===== config.mk =====
export PLATFORM = sky130hd
export DESIGN_NAME = onehot_decoder_scan
export DESIGN_NICKNAME = d
export VERILOG_FILES = /design/src/rtl/onehot_decoder_scan.sv
export SDC_FILE = /design/constraint.sdc
export NUM_CORES = 1
export LEC_CHECK = 0
export BUFFER_PORTS_ARGS = -buffer_cell sky130_fd_sc_hd__clkbuf_2
export CAP_MARGIN = 20
export CELL_PAD_IN_SITES_DETAIL_PLACEMENT = 2
export CELL_PAD_IN_SITES_GLOBAL_PLACEMENT = 2
export CORE_ASPECT_RATIO = 0.9
export CORE_MARGIN = 2
export CORE_UTILIZATION = 31
export CTS_CLUSTER_SIZE = 24
export DETAILED_ROUTE_END_ITERATION = 10
export PLACE_DENSITY = 0.82
export SKIP_CTS_REPAIR_TIMING = 1
export SLEW_MARGIN = 20
export SYNTH_ARGS = -nofsm -noshare
export SYNTH_HDL_FRONTEND = slang
export SYNTH_SLANG_ARGS = --single-unit

===== constraint.sdc =====
create_clock -name clk -period 1.8 [get_ports clk]
set_input_delay 0.09 -clock clk [delete_from_list [all_inputs] [get_ports clk]]
set_output_delay 0.09 -clock clk [all_outputs]
set_load 0.1 [all_outputs]

===== src/rtl/onehot_decoder_scan.sv =====
// Registered 4-to-16 one-hot decoder with per-pattern hold timing and an auto-scan mode.
// Latency: pattern appears one edge after accept (or scan entry) and lasts HOLD_CYCLES cycles.
// Backpressure: in_ready is low whenever a pattern is active or scan mode is requested.
module onehot_decoder_scan #(
  parameter int HOLD_CYCLES = 4,
  parameter int CNT_W       = 8
) (
  input  logic        clk,
  input  logic        rst_n,
  input  logic        mode,
  input  logic        in_valid,
  output logic        in_ready,
  input  logic [3:0]  binary,
  output logic [15:0] onehot,
  output logic        busy,
  output logic [3:0]  scan_idx,
  output logic        scan_wrap
);

  typedef enum logic [1:0] {
    IDLE = 2'd0,
    HOLD = 2'd1,
    SCAN = 2'd2
  } state_t;

  localparam logic [CNT_W-1:0] CNT_RELOAD = CNT_W'(HOLD_CYCLES - 1);

  state_t           state, state_n;
  logic [CNT_W-1:0] cnt, cnt_n;
  logic [15:0]      onehot_n;
  logic [3:0]       idx_n;
  logic [3:0]       idx_inc;
  logic             wrap_n;
  logic             busy_n;

  // A code is only taken while idle and not asked to scan, so mode wins over in_valid.
  assign in_ready = (state == IDLE) && !mode;
  assign idx_inc  = scan_idx + 4'd1;

  // State register and registered outputs; reset clears everything without a clock.
  always_ff @(posedge clk or negedge rst_n) begin
    if (!rst_n) begin
      state     <= IDLE;
      cnt       <= '0;
      onehot    <= '0;
      scan_idx  <= '0;
      scan_wrap <= 1'b0;
      busy      <= 1'b0;
    end else begin
      state     <= state_n;
      cnt       <= cnt_n;
      onehot    <= onehot_n;
      scan_idx  <= idx_n;
      scan_wrap <= wrap_n;
      busy      <= busy_n;
    end
  end

  // Next-state and next-output decode; a slot always runs its full count before any change.
  always_comb begin
    state_n  = state;
    cnt_n    = cnt;
    onehot_n = onehot;
    idx_n    = scan_idx;
    wrap_n   = 1'b0;
    case (state)
      IDLE: begin
        if (mode) begin
          state_n  = SCAN;
          onehot_n = 16'h0001;
          idx_n    = 4'd0;
          cnt_n    = CNT_RELOAD;
        end else if (in_valid) begin
          state_n  = HOLD;
          onehot_n = 16'h0001 << binary;
          cnt_n    = CNT_RELOAD;
        end
      end
      HOLD: begin
        if (cnt == '0) begin
          state_n  = IDLE;
          onehot_n = '0;
        end else begin
          cnt_n = cnt - CNT_W'(1);
        end
      end
      SCAN: begin
        if (cnt == '0) begin
          if (mode) begin
            idx_n    = idx_inc;
            onehot_n = 16'h0001 << idx_inc;
            cnt_n    = CNT_RELOAD;
            wrap_n   = (scan_idx == 4'd15);
          end else begin
            state_n  = IDLE;
            onehot_n = '0;
            idx_n    = 4'd0;
          end
        end else begin
          cnt_n = cnt - CNT_W'(1);
        end
      end
      default: begin
        state_n  = IDLE;
        onehot_n = '0;
        idx_n    = 4'd0;
        cnt_n    = '0;
      end
    endcase
    busy_n = (state_n != IDLE);
  end

endmodule


== Yosys cells after proc, flatten, opt, wreduce, memory -nomap -nowiden ==
Index checks and enable logic that the tools add are counted.
Word-level totals
  register bits: 32
  input port bits: 8
  output and inout bits: 23
Cells by class
  add/subtract/negate cells: 2
  equal/unequal tests: 9
  shift operators: 2
  mux-type cells: 25
  bitwise gates (word level): 1
  reduce and logical (&&, ||, !) cells: 8
Operators by type and width (count)
  $mux W16: 5
  $pmux W16 S3: 1
  $mux W8: 5
  $shl A1 B4 Y16 const A: 2
  $pmux W8 S3: 1
  $mux W4: 3
  $pmux W4 S3: 1
  $mux W2: 5
  $reduce_and A3 Y1: 3
  $logic_not A8 Y1: 1
  $ne A2 B2 Y1 const B: 4
  $sub A8 B1 Y8 const B: 1
  $ne A3 B3 Y1 const B: 2
  $pmux W2 S3: 1
  $add A4 B1 Y4 const B: 1
  $eq A4 B4 Y1 const B: 1
  $mux W1: 3
  $eq A2 B1 Y1 const B: 1
  $eq A2 B2 Y1 const B: 1
  $logic_not A2 Y1: 1
  $reduce_bool A2 Y1: 1
  $logic_and A1 B1 Y1: 1
  $logic_not A1 Y1: 1
  $not A1 Y1: 1

== Longest topological paths before layout ==
Gate-level depths: netlist of run 1.
  depth in word-level cells: 5
  gate-level depth with buffers: 8
  depth with buffers taken out: 7

== Worst setup path after synthesis of run 1 ==
No wires, ideal clock.
  kind: register to register
  start point: reg state[1]
  end point: reg onehot[12]
  setup time: 69 ps
  arrival: 3720 ps
  slack: -1989 ps
  cell stages (with the launch flop): 6
  buffers on the path: 1
  clock period less this slack: 3789 ps
  cell sequence: dfrtp_1 > buf_4 > nor3_1 > nand3_1 > o32ai_1 > a22o_1
On the way
  word-level cells in the longest chain between the ends: 3
  elaborated cells on any way between the ends: 8
  classes of those cells: eq/ne (5); mux (1); reduce/logical (2)
Ends and longest elaborated chain
  start: declaration: line 28  | state_t state, state_n;
  start signal: assignment: line 50  | state <= state_n;
  $eq A2 B1 Y1, or another cell as far along: line 66  | case (state)
  $ne A2 B2 Y1 (no line) / $ne A3 B3 Y1 (equally long branches)
  $reduce_and A3 Y1 (no line)
  end signal: assignment: line 52  | onehot <= onehot_n;
  end: declaration: line 14  | output logic [15:0] onehot,
Parallel ways exist; a longest one is shown, timed or not.
A chain may end at the register's enable or synchronous reset.

== Worst setup path in the final report of run 1 ==
  start point: reg cnt[1]
  end point: reg scan_idx[1]
On the way
  word-level cells in the longest chain between the ends: 3
Ends and longest elaborated chain
  start: declaration: line 29  | logic [CNT_W-1:0] cnt, cnt_n;
  start signal: assignment: line 51  | cnt <= cnt_n;
  $logic_not A8 Y1: line 88  | if (cnt == '0) begin
  $ne A2 B2 Y1 (no line)
  $reduce_and A3 Y1 (no line)
  end signal: assignment: line 53  | scan_idx <= idx_n;
  end: declaration: line 16  | output logic [3:0] scan_idx,
No other way between the ends.

==> results of run 1 <==
critical path: cells and delay by family, from the launching register on:
kind	cells	cell delay (ps)
and+or+nand+nor	3	720
adders and majority gates	1	140
buffers and inverters	3	370
AOI/OAI and AO/OA	2	370
DFF	1	400
through the flow:
step | hold slack [ps] | util [%] | power, uW
after CTS | -293 | 42.3 | 4280
after global placement | 15.3 | 40.7 | 3460
after global routing | 180 | 46.5 | 4940
final | 165 | 46.5 | 4700
after detailed placement | 23.5 | 40.7 | 3560
after floorplan | -206 | - | 2640
layout by cell type (no fill, tap or decap), drive strengths merged, types with 2 or more instances in the layout:
cell type	count
nor3	6
o32ai	5
xor2	2
clkbuf	37
a31oi	2
nand2b	7
a22o	8
buf	42
o2bb2ai	5
o21ai	17
o31ai	2
a221o	2
a21oi	10
a32oi	3
nor4	3
dfrtp	32
o22ai	7
nor4b	2
ha	7
nand2	17
nand3	4
xnor2	3
o31a	2
inv	9
and2	4
nor2	25
path summary, 6_finish.rpt:
kind / startpoint / end / slack (ps)
setup / recovery: cnt[1] / scan_idx[1] / -320
hold / removal: in_valid / state[0] / 160
setup reg to reg: cnt[1] / scan_idx[1] / -320
hold reg to reg: onehot[12] / onehot[12] / 520
max in group asynchronous: rst_n / onehot[15] / 940
min in group asynchronous: rst_n / cnt[7] / 250
final cells by class:
class	count	area share, %
Timing Repair Buffer	72	18.1
Tap cell	72	3.20
Multi-Input combinational cell	158	45.1
Clock buffer	8	3.56
Sequential cell	32	28.8
Inverter	9	1.20
power groups by stage:
stage / sequential, uW / combinational [uW] / clock (uW)
2_1_floorplan: 1540 / 1100 / 0
3_3_place_gp: 1020 / 2430 / 0
3_5_place_dp: 1040 / 2530 / 0
4_1_cts: 1030 / 2600 / 649
5_1_grt: 1060 / 3200 / 683
6_report: 1040 / 3020 / 644
logic make-up (layout without fill, tap and decap cells):
family	Yosys count	after routing	share of synthesized area [%]
AO/OA/AOI/OAI	71	71	26.7
XOR/XNOR	5	5	2.28
adder cells (fa/ha/maj)	7	7	4.55
buffers and inverters	16	89	4.03
flip-flops	32	32	41.6
multiplexers	1	1	0.585
AND/OR/NAND/NOR	74	74	20.3
layer usage:
layer	track usage (%)	share of wire, %
met5	0	0
met4	5.47	3.5
met3	3.85	3.3
met2	38.2	49
met1	31.5	44
flip-flops by register name, indices dropped and copies added, names as in the netlist:
register and count:
onehot 16, cnt 8, scan_idx 4, state 2, busy 1, scan_wrap 1
==> results.yml, run 1 <==
critical_path:
  cp.arrival_ps: 2290
  cp-start-kind: "flip-flop"
  cpMaxStageDelayCell: "or4b_4"
  max_stage_delay_ps: 480
  worst-r2r-cell-count: 9
  worstPathRequired_ps: 1970
  end_kind: "flip-flop"
  path_cells: "inv_2, ha_4, or4b_4, nor2_4, buf_6, buf_4, nor2_1, a31oi_1, o21ai_1"
  cp_max_fo: 6
  crit_type: "reg2reg"
die:
  die-width_um: 87.1
  ios: 31
  num_rows: 27
  fp.coreArea_um2: 6050
  start_util_pct: 31.8
  die_y_um: 78.7
  dieArea_um2: 6850
status:
  status: "finished, violations left"
  violations: "negative setup slack"
place:
  place_congestion: 0.839
  portBuffers: 30
  placed_area_um2: 2460
  placed_cells: 337
  post-dp-hpwl_um: 5240
  pre_cts_slack_ps: -268
pwr:
  p_leak_uw: 0.00124
  switching_share_pct: 50.2
  worst_ir_drop_vdd_mv: 0.868
  p_per_area_nw_per_um2: 1670
  p_switching_uw: 2360
  p_int_uw: 2340
  comb_power_share_pct: 64.2
  clkPwrFrac_pct: 13.7
  p_seq_share_pct: 22.1
clock_tree:
  cts_tree: "done"
  clk_pin_slew_worst_paths_ps: 80
  cts.sinks: 32
  cts-root-buf: "clkbuf_8"
  worstSkewPairLatency_ps: 300
  cts-htree-levels: 2
  cts_buffer_depth: 2
  numCtsBuffers: 5
grt:
  grt_pass1_vias: 2121
  grt_pass1_wl_um: 12000
  grt_max_degree: 21
  grt_usage_pct: 23.1
  gr-total-overflow: 0
  antenna_found_initial: 0
finish:
  fin_cells: 351
  antenna_cells: 0
  final_area_um2: 2810
  fillCellCount: 641
  seq_area_um2: 811
  multi_input_area_um2: 1270
  layout-drive-gt1-share_pct: 45.2
  fin_nets: 293
  syn2layout_area_growth_pct: 46.2
routing:
  vias_per_cell: 5.87
  ant_nets: 0
  wire_per_inst_um: 24.2
  vias: 2062
  drt_iter0_drc: 120
  drc: 0
  wirelength_um: 8490
  drt_pass1_iterations: 4
timing:
  fmax_mhz: 471
  worst_pin_slew_ps: 627
  finalCritPeriodShare_pct: 118
  slew_viol_final: 0
  fin_worst_skew_ps: 12.3
  rsz0062_at_grt: "true"
  slew-limit-headroom_pct: 57.8
  period_needed_ps: 2120
  hold_viol_final: 0
  setup_viol: 31
  fin_tns_setup_ps: -4690
  setup_slack_ps: -324
logic_synthesis:
  synth_area_leaders: "dfrtp_1, nor2_1, ha_1"
  ys_ff_latch: 32
  synthTopCellsByCount: "dfrtp_1, nor2_1, nand2_1, o21ai_0, a21oi_1"
  synthArstFlopShare_pct: 100
  avgSynthCellArea_um2: 9.34
  syn_inst: 206
  synth_edf_count: 0
  yosysTopAreaCell: "dfrtp_1"
  synth_nets: 221
  post-synth-top-count-cell: "dfrtp_1"
  synthFlopType: "dfrtp_1"
  yosysTopAreaCellShare_pct: 41.6
  ys_seq_area_share_pct: 41.6
  yosysUniqueCellTypes: 49
  syn_area_um2: 1920
  yosysWarnings: 0
job:
  drv_cap: 0
min_path:
  hold_path.class: "in2reg"
  min_delay_path_depth: 3
Power figures use the tool's default switching activity.
==> run 2: changes to the inputs <==
PLACE_DENSITY = not set   (was 0.82)
PLACE_DENSITY_LB_ADDON = 0.3   (was not set)
==> run 2 against run 1 <==
Against the previous run: the flow still finishes with violations (negative setup slack); utilization is 1.5 points lower; non-clock buffer count is 1 higher; largest power group unchanged; cell area is 3.2% lower; global-route usage is 2.1 points lower.
==> results.yml, run 2 (synthesized netlist as in run 1, its figures left out) <==
status:
  status: "finished, violations left"
  violations: "negative setup slack"
routing:
  met2_length_um: 3220
  top_layer: "met4"
  wire_per_inst_um: 19.2
  drt_pass1_iterations: 4
  vias_per_cell: 5.46
  ant_nets: 0
  drt_iter0_drc: 95
  wl_met3_um: 152
  drc: 0
  wirelength_um: 6750
  vias: 1922
  wl_met1_um: 3250
job:
  drv_cap: 0
pwr:
  comb_power_share_pct: 63.5
  p_int_uw: 2290
  p_leak_uw: 0.00123
  p_switching_uw: 2150
  p_seq_share_pct: 23.2
  switching_share_pct: 48.5
  worst_ir_drop_vdd_mv: 0.872
  clkPwrFrac_pct: 13.3
  p_per_area_nw_per_um2: 1630
timing:
  fmax_mhz: 498
  setup_viol: 29
  slew_viol_final: 0
  finalCritPeriodShare_pct: 111
  worst_pin_slew_ps: 552
  fin_worst_skew_ps: 4.95
  slew-limit-headroom_pct: 63.4
  fin_tns_setup_ps: -3890
  whs_ps: 252
  hold_viol_final: 0
  setup_slack_ps: -206
  period_needed_ps: 2010
  rsz0062_at_grt: "true"
finish:
  final_common_cell: "buf_4"
  fillCellCount: 675
  final_cell_mix: "buf_4, clkbuf_2, dfrtp_1"
  layout-drive-gt1-share_pct: 39.3
  final_area_um2: 2720
  top_regs: "onehot: 16 flops, cnt: 8 flops, scan_idx: 4 flops"
  antenna_cells: 0
  fin_nets: 294
  largest_reg_flops: 16
  largest_register: "onehot"
  syn2layout_area_growth_pct: 41.5
clock_tree:
  cts.sinks: 32
  cts-root-buf: "clkbuf_8"
  cts_buffer_depth: 2
  cts-htree-levels: 2
  worstSkewPairLatency_ps: 290
  numCtsBuffers: 5
  clk_pin_slew_worst_paths_ps: 70
  cts_tree: "done"
critical_path:
  path_cells: "inv_2, ha_4, or4b_4, nor2_4, o32ai_4, buf_6, a22o_1"
  path_buf_inv: 2
  max_stage_delay_ps: 490
  worst-r2r-cell-count: 7
  crit_type: "reg2reg"
  cp_max_fo: 7
  r2r_start: "cnt[1]"
  cp-start-kind: "flip-flop"
  worstPathRequired_ps: 1970
  end_kind: "flip-flop"
  worst_path_dominant_cell_family: "simple AND/OR/NAND/NOR gates"
  cp.arrival_ps: 2180
  r2r_end: "onehot[12]"
  cpMaxStageDelayCell: "or4b_4"
  ff2ff_setup_slack_ps: -210
place:
  portBuffers: 30
  post-dp-hpwl_um: 4980
  place_congestion: 0.805
  placed_area_um2: 2460
grt:
  gr-total-overflow: 0
  grt_usage_pct: 21.0
  antenna_found_initial: 0
  grt_pass1_wl_um: 10900
  grt_pass1_vias: 2054
  grt_max_degree: 19
min_path:
  min_to: "state[0]"
  hold_path.class: "in2reg"
  min_delay_path_depth: 4
  worst_hold_startpoint: "in_valid"
die:
  start_util_pct: 31.8
  die_y_um: 78.7
  die-width_um: 87.1
  num_rows: 27
  fp.coreArea_um2: 6050
  dieArea_um2: 6850
  ios: 31
==> run 2: cell types whose count changed in the layout (fill, tap and decap cells not counted), moves of 3 or more <==
cell | previous run | this run
o2bb2ai_2 | 3 | 0
o21ai_0 | 5 | 9
nor2_1 | 20 | 23
o21ai_2 | 5 | 1
o2bb2ai_1 | 0 | 5
==> run 2: per-layer routing <==
layer  vias up  global-route usage, %
met5         -                      0
met4         0                   7.66
met3        11                   3.74
met2        24                   32.4
met1       970                   29.1
li1        917                      -
==> run 2: area by class of cell <==
cell class                 instances  area (um^2)  share of cell area (%)
clock buffer                       8         90.1                    3.31
inverter                           9         33.8                    1.24
tap                               72         90.1                    3.31
multi-input combinational        158         1170                    43.1
sequential                        32          811                    29.8
timing repair buffer              73          526                    19.3
==> run 2: metrics by stage <==
stage          cells  total power (uW)  util [%]  setup slack (ps)
2_1_floorplan    206              2640         -              -296
3_3_place_gp     337              3430      40.7              -177
3_5_place_dp     337              3520      40.7              -290
4_1_cts          345              4140      42.2              -318
5_1_grt          352              4720      45.0              -290
6_report         352              4440      45.0              -206
==> run 2: power by group through the flow <==
stage | clock network (uW) | logic [uW] | registers [uW]
final | 593 | 2820 | 1030
after global routing | 627 | 3040 | 1050
after CTS | 604 | 2510 | 1030
after global placement | 0 | 2400 | 1030
after floorplan | 0 | 1100 | 1540
after detailed placement | 0 | 2480 | 1040
==> run 2: how the worst max path moves through the flow <==
stage              from         end  slack (ps)  cells past startpoint
2_1_floorplan  state[1]   onehot[4]        -300                      5
3_3_place_gp     cnt[0]      cnt[6]        -180                      8
3_5_place_dp     cnt[1]      cnt[7]        -290                      8
4_1_cts          cnt[1]      cnt[7]        -320                      8
5_1_grt          cnt[1]  onehot[12]        -290                      7
6_report         cnt[1]  onehot[12]        -210                      7
==> run 2: worst min-delay path, cell delays in order <==
cell	delay, ps
clkbuf_2	90
buf_4	140
nand2_1	90
o21ai_0	80
==> run 3: changes to the inputs <==
CAP_MARGIN = not set   (was 20)
SLEW_MARGIN = not set   (was 20)
clock period = 1.7 ns   (was 1.8 ns; I/O delays follow)
==> run 3 against run 2 <==
Against the previous run: sequential power increased by 5%; worst setup slack got worse by 120 ps; count of clock-buffer cells in the layout decreased by 2; utilization increased by 0.87 points; via count increased by 1.1%; the run still ends with negative setup slack left; worst hold slack got worse by 54 ps; largest power group unchanged; critical path type unchanged; sequential share of layout area decreased by 0.56 points.
==> results.yml, run 3 (synthesized netlist as in run 1, its figures left out) <==
finish:
  layout-drive-gt1-share_pct: 40.3
  antenna_cells: 0
  final_common_cell: "buf_4"
  fin_cells: 355
  largest_register: "onehot"
  top_regs: "onehot: 16 flops, cnt: 8 flops, scan_idx: 4 flops"
  syn2layout_area_growth_pct: 44.2
  final_cell_mix: "buf_4, clkbuf_2, dfrtp_1"
  fin_nets: 297
  largest_reg_flops: 16
clock_tree:
  cts-htree-levels: 2
  clk_pin_slew_worst_paths_ps: 80
  cts_buffer_depth: 2
  cts.sinks: 32
  cts-root-buf: "clkbuf_8"
  numCtsBuffers: 5
  cts_tree: "done"
  worstSkewPairLatency_ps: 290
status:
  status: "finished, violations left"
  violations: "negative setup slack"
routing:
  drc: 0
  wire_per_inst_um: 20.0
  ant_nets: 0
  drt_iter0_drc: 55
  drt_pass1_iterations: 4
  vias: 1943
  wirelength_um: 7100
  vias_per_cell: 5.47
timing:
  fmax_mhz: 493
  hold_viol_final: 0
  worst_pin_slew_ps: 554
  slew_viol_final: 0
  period_needed_ps: 2030
  slew-limit-headroom_pct: 63.2
  fin_worst_skew_ps: 10.6
  setup_viol: 30
  setup_slack_ps: -329
  fin_tns_setup_ps: -7550
  whs_ps: 198
  finalCritPeriodShare_pct: 119
  rsz0062_at_grt: "true"
pwr:
  p_leak_uw: 0.00125
  p_per_area_nw_per_um2: 1820
  worst_ir_drop_vdd_mv: 0.808
place:
  pre_cts_slack_ps: -362
  portBuffers: 30
  placed_cells: 342
  place_congestion: 0.822
  post-dp-hpwl_um: 5140
critical_path:
  ff2ff_setup_slack_ps: -330
  cp.arrival_ps: 2210
  cp_max_fo: 5
  cp-start-kind: "flip-flop"
  end_kind: "flip-flop"
  worst-r2r-cell-count: 8
  crit_type: "reg2reg"
  worstPathRequired_ps: 1880
  r2r_end: "onehot[3]"
  r2r_start: "cnt[1]"
die:
  dieArea_um2: 6850
  die-width_um: 87.1
  fp.coreArea_um2: 6050
  start_util_pct: 31.8
  num_rows: 27
  ios: 31
  die_y_um: 78.7
grt:
  gr-total-overflow: 0
  grt_pass1_vias: 2060
  grt_max_degree: 20
  grt_pass1_wl_um: 10900
  grt_usage_pct: 20.5
  antenna_found_initial: 0
min_path:
  min_delay_path_depth: 4
  worst_hold_startpoint: "in_valid"
  min_to: "state[0]"
  hold_path.class: "in2reg"
job:
  drv_cap: 0
## run 3: cell count changes in the layout (fill, tap and decap cells not counted), sizes merged
cell    delta
buf        +2
bufinv     +1
clkbuf     -1
clkinv     +1
## run 3: worst max-delay path, cell delays in order (launching register included)
cell      delay (ps)
dfrtp_1          400
inv_2            100
ha_4             140
nor4b_4          280
nand2_2          140
a21boi_4         210
o32ai_4          160
buf_12           170
a221o_1          330
## run 3: power by group
| group | internal [uW] | switching (uW) | total, uW |
|---|---|---|---|
| clock | 435 | 302 | 737 |
| combinational | 1300 | 1920 | 3220 |
| sequential | 944 | 139 | 1080 |
## run 3: layout make-up
class,count,area [um^2]
clock buffer,6,72.6
clock inverter,2,35.0
fill,643,3270
inverter,9,33.8
multi-input combinational,158,1160
sequential,32,811
tap,72,90.1
timing repair buffer,76,576
## run 3: metrics by stage
step	cell area (um^2)	total power, uW	utilization, %
2_1_floorplan	1980	2810	-
5_1_grt	2780	5330	45.9
4_1_cts	2620	4650	43.3
3_3_place_gp	2510	3760	41.6
3_5_place_dp	2510	3880	41.6
6_report	2780	5040	45.9
## run 3: how the worst max path moves through the flow
stage / start / slack [ps] / cells past startpoint / end
after floorplan: state[1] / -400 / 5 / onehot[4]
after global placement: cnt[0] / -270 / 8 / cnt[6]
after detailed placement: cnt[0] / -360 / 9 / onehot[6]
after CTS: cnt[0] / -370 / 9 / onehot[6]
after global routing: cnt[1] / -430 / 8 / scan_idx[1]
final: cnt[1] / -330 / 8 / onehot[3]
## run 3: per-layer routing
metal | up-vias | global-route usage (%) | part of all wire [%]
li1 | 918 | - | -
met1 | 975 | 27.6 | 46
met2 | 44 | 34.4 | 50
met3 | 6 | 3.74 | 3.0
met4 | 0 | 4.06 | 0.72
met5 | - | 0 | 0
